==> config.mk <==
export PLATFORM = sky130hd
export DESIGN_NAME = sub_bytes_serial
export DESIGN_NICKNAME = d
export VERILOG_FILES = /design/src/rtl/sub_bytes_serial.sv
export SDC_FILE = /design/constraint.sdc
export NUM_CORES = 1
export LEC_CHECK = 0
export ABC_AREA = 1
export BUFFER_PORTS_ARGS = -buffer_cell sky130_fd_sc_hd__buf_2
export CAP_MARGIN = 20
export CELL_PAD_IN_SITES_DETAIL_PLACEMENT = 0
export CELL_PAD_IN_SITES_GLOBAL_PLACEMENT = 1
export CORE_UTILIZATION = 46
export CTS_CLUSTER_SIZE = 8
export DETAILED_ROUTE_END_ITERATION = 16
export PLACE_DENSITY_LB_ADDON = 0.1
export SLEW_MARGIN = 20
export SYNTH_ARGS = -nofsm -noshare
export SYNTH_HDL_FRONTEND = slang
export SYNTH_SLANG_ARGS = --single-unit
==> constraint.sdc <==
create_clock -name clk -period 41.7 [get_ports clk]
set_input_delay 12.51 -clock clk [delete_from_list [all_inputs] [get_ports clk]]
set_output_delay 12.51 -clock clk [all_outputs]
set_load 0.02 [all_outputs]
==> src/rtl/sub_bytes_serial.sv <==
// sub_bytes_serial: byte-serial AES SubBytes, one shared S-box, one byte per clock.
// Define AES_INV_SUB_BYTES_EN to add the decrypt port and the inverse S-box.
module sub_bytes_serial (
    input  logic         clk,
    input  logic         rst,
`ifdef AES_INV_SUB_BYTES_EN
    input  logic         decrypt,
`endif
    input  logic [127:0] inputData,
    input  logic         inputValid,
    output logic         inputReady,
    output logic [127:0] outputData,
    output logic         outputValid
);
    typedef enum logic {IDLE, RUN} state_t;

    state_t       state, state_next;
    logic [3:0]   idx;
    logic [127:0] work;
    logic [7:0]   cur, sub;

    function automatic logic [7:0] gmul(input logic [7:0] a, input logic [7:0] b);
        logic [7:0] p, t;
        p = 8'h00;
        t = a;
        for (int i = 0; i < 8; i++) begin
            p = p ^ (b[i] ? t : 8'h00);
            t = {t[6:0], 1'b0} ^ (t[7] ? 8'h1b : 8'h00);
        end
        return p;
    endfunction

    // x^254 is the field inverse and maps 0 to 0 without a special case
    function automatic logic [7:0] ginv(input logic [7:0] x);
        logic [7:0] p, s;
        s = gmul(x, x);
        p = s;
        for (int i = 0; i < 6; i++) begin
            s = gmul(s, s);
            p = gmul(p, s);
        end
        return p;
    endfunction

    function automatic logic [7:0] aff(input logic [7:0] x);
        return x ^ {x[6:0], x[7]} ^ {x[5:0], x[7:6]} ^ {x[4:0], x[7:5]} ^ {x[3:0], x[7:4]} ^ 8'h63;
    endfunction

    assign cur = work[{~idx, 3'b000} +: 8];

`ifdef AES_INV_SUB_BYTES_EN
    logic       dec;
    logic [7:0] g;

    function automatic logic [7:0] inv_aff(input logic [7:0] x);
        return {x[6:0], x[7]} ^ {x[4:0], x[7:5]} ^ {x[1:0], x[7:2]} ^ 8'h05;
    endfunction

    always_comb begin
        g   = ginv(dec ? inv_aff(cur) : cur);
        sub = dec ? g : aff(g);
    end

    always_ff @(posedge clk or posedge rst)
        if (rst)
            dec <= 1'b0;
        else if (state == IDLE && inputValid)
            dec <= decrypt;
`else
    assign sub = aff(ginv(cur));
`endif

    assign inputReady = (state == IDLE);

    always_comb begin
        state_next = state;
        if (state == IDLE)
            state_next = inputValid ? RUN : IDLE;
        else
            state_next = (idx == 4'hf) ? IDLE : RUN;
    end

    always_ff @(posedge clk or posedge rst)
        if (rst)
            state <= IDLE;
        else
            state <= state_next;

    always_ff @(posedge clk or posedge rst)
        if (rst) begin
            idx         <= 4'd0;
            work        <= '0;
            outputData  <= '0;
            outputValid <= 1'b0;
        end else begin
            outputValid <= 1'b0;
            if (state == IDLE) begin
                if (inputValid) begin
                    work <= inputData;
                    idx  <= 4'd0;
                end
            end else begin
                work[{~idx, 3'b000} +: 8] <= sub;
                idx <= idx + 4'd1;
                if (idx == 4'hf) begin
                    outputData  <= {work[127:8], sub};
                    outputValid <= 1'b1;
                end
            end
        end
endmodule

After elaboration in Yosys (flattened, before gate mapping)
Cells that the tools add are included.
- bits in read-only memories: 0
- output and inout bits: 130
- bits in writable memories: 0
- bits in latches: 0
- memories: 0
- input bits: 131
- register bits: 262
- div/mod/pow operators: 0
- muxes and demuxes: 198
- add/subtract/negate cells: 2
- bitwise logic cells: 182
- equal/unequal tests: 1
- reduce and logical (&&, ||, !) cells: 2
- multiply operators: 0
- shifts and indexed selects: 3
- $lt $le $gt $ge: 0
- operators with widths (kind ; count):
    $mux 8 ; 104
    $xor 8x8->8 ; 95
    $xor 8x5->8 ; 84
    $mux 5 ; 84
    $mux 128 ; 2
    $bwmux 128 ; 1
    $shift 8x9->128 const A ; 1
    $shiftx 128x8->8 ; 1
    $shiftx 8x9->128 ; 1
    $neg 7->9 ; 1
    $mux 4 ; 2
    $not 4->4 ; 2
    $mux 1 ; 5
    $add 4x1->4 const B ; 1
    $eq 4x4->1 const B ; 1
    $reduce_and 2->1 ; 1
    $reduce_bool 2->1 ; 1
    $not 1->1 ; 1

Longest topological paths before layout
- depth in word-level cells: 130
- mapped depth: 139
- gate-level depth less buffers: 133

Worst setup path before layout
OpenSTA, ideal clock, no wires.
- path kind: flip-flop to flip-flop
- from: register idx[0]
- to: register work[69]
- required time: 41566 ps
- path buffers: 18
- setup time: 134 ps
- setup slack: 26392 ps
- arrival: 15174 ps
- cell stages (with the launch flop): 124
- cell sequence: dfrtp_1 -> buf_6 -> buf_6 -> buf_8 -> o211ai_1 -> nand3_1 -> nand2_1 -> nand2_4 -> ha_1 -> inv_1 -> ha_1 -> clkbuf_1 -> xor2_1 -> nand2_1 -> nand2_1 -> nand2_1 -> nor2_1 -> inv_1 -> [... 88 more ...] -> inv_1 -> nand2_1 -> nand2_1 -> nand2_1 -> inv_1 -> nor2_1 -> nand2_1 -> nand2_1 -> nand2_1 -> nand2_2 -> nand2_1 -> nand2_2 -> nand2_2 -> nand3_1 -> nand2_2 -> buf_4 -> nand2_1 -> o211ai_1
- cells in the longest elaborated chain, start to end: 94
- elaborated cells between the ends (all ways): 375
- those cells by class: add/sub: 1; shift: 3; mux: 190; bitwise: 181
- RTL lines (item ; line ; source):
    start: declaration ; 18 ; logic [3:0] idx;
    start signal: assignment ; 104 ; idx <= idx + 4'd1;
    $not 4->4 (*) ; 49, 103 ;
    $shiftx 128x8->8 ; 49 ; assign cur = work[{~idx, 3'b000} +: 8];
    $mux 5 or $xor 8x5->8 (tied branches) ; 28 ; t = {t[6:0], 1'b0} ^ (t[7] ? 8'h1b : 8'h00);
    $xor 8x5->8 or $mux 5 (tied branches) (3 in series) ; 28 ;
    $xor 8x5->8 ; 28 ;
    $mux 5, or another cell as far along ; 28 ;
    $xor 8x5->8, or another cell as far along (3 in series) ; 28 ;
    $mux 8 or $xor 8x8->8 (tied branches) ; 27 ; p = p ^ (b[i] ? t : 8'h00);
    [... 67 more ...] ; n/a ;
    $xor 8x8->8, or another cell as far along (5 in series) ; 27 ;
    $xor 8x8->8 or $mux 8 (tied branches) ; 27 ;
    $xor 8x8->8 ; 27 ;
    $xor 8x8->8 (4 in series) ; 46 ; return x ^ {x[6:0], x[7]} ^ {x[5:0], x[7:6]} ^ {x[4:0], x[7:5]} ^ {x[3:0], x[7:4]} ^ 8'h63;
    $not 4->4 (no line) ; n/a ;
    $shiftx 8x9->128 ; 103 ; work[{~idx, 3'b000} +: 8] <= sub;
    $bwmux 128 (*) ; 103 ;
    $mux 128 (*) ; 97 ; if (state == IDLE) begin
    end signal: assignment ; 99 ; work <= inputData;
    end signal: indexed assignment ; 103 ;
    end: declaration ; 19 ; logic [127:0] work;
Every way passes the cells marked *; elsewhere a longest branch is shown, timed or not.
A chain may end at the register's enable or synchronous reset.

Worst setup path after layout
- from: register idx[0]
- to: register work[60]
Same word-level chain as after synthesis.

==> impl_metrics.tcl <==
set metrics [dict create \
    status "complete, no violations" \
    pin_count 261 \
    die_y_um 278 \
    ys_top_cells_by_area "nand2_1 (28%), dfrtp_1 (19%), nand3_1 (15%)" \
    highest_layer "met5" \
    cts-root-buf "clkbuf_16" \
    worstPathArrival_ps 22030 \
    crit_buf_inv 20 \
    ys_seq_area_share_pct 18.7 \
    setup_viol 0 \
    layout_common_cells "nand2_1 (2,600), nand3_1 (1,056), inv_1 (605), nor2_1 (461), dfrtp_1 (261)" \
    r2r_slack_ps 20120 \
    postCtsHoldBufs 0 \
    track_usage_pct 34.0 \
    critPathMaxFanout 64 \
    dp_hpwl_mm 105 \
    syn-num-nets 6517 \
    fp.coreArea_mm2 0.0751 \
    ys_seq_elements 262 \
    synth_area_mm2 0.0351 \
    r2r_start "idx[0]" \
    start_util_pct 46.8 \
    met2_length_mm 59.3 \
    final_layout_size_suffix_gt1_share_pct 11.9 \
    synth_warnings 0 \
    row_count 100 \
    grt_pass1_wl_mm 209 \
    setup_tns_ps 0 \
    post_synth.cell_area_avg_um2 5.56 \
    drcViolationCount 0 \
    netlist.area_leader.share_pct 27.8 \
    period_needed_ps 21580 \
    grt_pass1_vias 36750 \
    vias 40889 \
    grt_max_degree 135 \
    overflow 0 \
    worstSetupPathType "reg2reg" \
    ant_nets 0 \
    cts_buffers 38 \
    cts_tree "built" \
    clk_pin_slew_worst_paths_ps 60 \
    cp-start-kind "register" \
    synthFlopType "dfrtp_1" \
    port_buffers 260 \
    endpoint "work[60]" \
    critPathMostFrequentCell "nand2_1" \
    final_common_cell "nand2_1" \
    yosys.area.top_type "nand2_1" \
    rr_worst_depth 107 \
    maxSlewViolCount 0 \
    first_pass_iters 8 \
    relSlewSlack_pct 22.8 \
    hold_class "reg2reg" \
    synth-edff-count 0 \
    routedWlPerCell_um 18.3 \
    finalNetCount 6632 \
    antenna_found_initial 1 \
    clk_path_buf_depth 3 \
    viasPerCell 5.52 \
    hold_violations 0 \
    critical-path-max-stage-delay_ps 910 \
    wl_met3_mm 12.3 \
    wl_mm 135 \
    crit_slowest_cell "xor2_1" \
    finalCritPeriodShare_pct 51.8 \
    wl_met1_mm 60.1 \
    dieArea_mm2 0.0775 \
    endpoint_kind "register" \
    drv_cap 0 \
    r2r-end "work[60]" \
    postCtsResizedCells 0 \
    post_cts.repair.setup_buffers 0 \
    synthCells 6320 \
    place_congestion 0.977 \
    crit_start "idx[0]" \
    async_reset_ff_share_pct 100 \
    cp_num_cells 107 \
    clkSinkCount 262 \
    max_freq_mhz 46.3 \
    synth_cell_types 54 \
    worst_pin_slew_ps 1150 \
    num_antenna_cells 0 \
    finalClockSkew_ps 20.0 \
    drt_iter0_markers 4603 \
    clk_latency_ps 530 \
    rsz0062_at_grt "no" \
    htreeDepth 2 \
    worst_ep_required_time_ps 42150 \
    die_w_um 278 \
    syn_to_final_growth_pct 6.28 \
    path_delay_family "simple AND/OR/NAND/NOR gates" \
]
## worst min path at each step
stage	startpoint	end	slack [ps]	cells after the start
final	outputData[92]	outputData[92]	460	2
after global placement	outputData[30]	outputData[30]	450	2
after CTS	outputData[88]	outputData[88]	470	2
after detailed placement	outputData[18]	outputData[18]	450	2
after floorplan	work[72]	work[72]	470	2
after global routing	outputData[92]	outputData[92]	490	2
## sequential cells by signal (all words and copies together) (netlist names)
register and cells:
outputData 128, work 128, idx 4, outputValid 1, state 1
## Yosys cell counts, types with 2 or more instances
cell and count:
a21oi_1 55, clkinv_1 9, o21ai_1 47, nand3_2 49, nand3_1 1056, o21bai_1 21, o221ai_1 3, buf_6 52
a22oi_1 4, ha_1 66, nor3_1 3, nand2_4 34, or2_1 11, nor2_8 2, nand2_1 2600, nor2_4 7
nand2_2 189, a31oi_1 20, nor2_2 32, buf_1 3, buf_8 6, o21ai_0 129, nand3b_1 35, clkbuf_4 2
inv_4 3, nand4_1 59, inv_1 606, o211ai_1 25, inv_2 106, xor2_2 6, dlygate4sd1_1 2, buf_2 25
nor4_1 6, o22ai_1 16, dfrtp_1 262, xnor2_2 4, clkbuf_1 61, xnor2_1 74, nor2_1 462, buf_4 51
xor2_1 104
## cell families (layout without fill, tap and decap cells)
kind of cell    count (synthesis)  after routing  synth area share (%)
simple gates                 4552           4552                  56.9
fa+ha+maj                      66             66                  2.35
flops                         262            262                  18.7
xor+xnor                      189            189                  4.98
buf+inv                       928           1045                  12.0
compound gates                323            323                  5.16
## cell type report
cell class,instances,area (um^2)
Multi-Input combinational cell,5130,24400
Timing Repair Buffer,278,1440
Fill cell,8139,37700
Clock buffer,41,993
Clock inverter,1,8.76
Sequential cell,262,6560
Inverter,725,2750
Tap cell,969,1210
## per-layer routing
| layer | GRT usage, % | vias to the layer above |
|---|---|---|
| li1 | - | 20139 |
| met1 | 47.7 | 18758 |
| met2 | 54.1 | 1784 |
| met3 | 5.15 | 206 |
| met4 | 9.17 | 2 |
| met5 | 0 | - |
## per-stage QoR
stage                     setup slack (ps)  area (um^2)  hold slack [ps]  utilization [%]  instances
after floorplan                      21980        35100              465                -       6320
after global placement               20910        36300              450             48.4       7364
after detailed placement             20630        36300              454             48.4       7364
after CTS                            20520        37400              470             49.8       7406
after global routing                 18250        37400              488             49.8       7406
final                                20120        37400              465             49.8       7406
## worst reg2reg max path, delay by kind of cell (launching register included)
family          cells  cell delay [ps]
simple gates       64             8730
fa+ha+maj          11             4500
buf+inv            20             4230
xor+xnor           10             2990
flops               1              620
compound gates      2              410
Power is left out: the tool's default activity adds up to more than one toggle a clock period on the data nets, which glitch-free logic cannot reach.
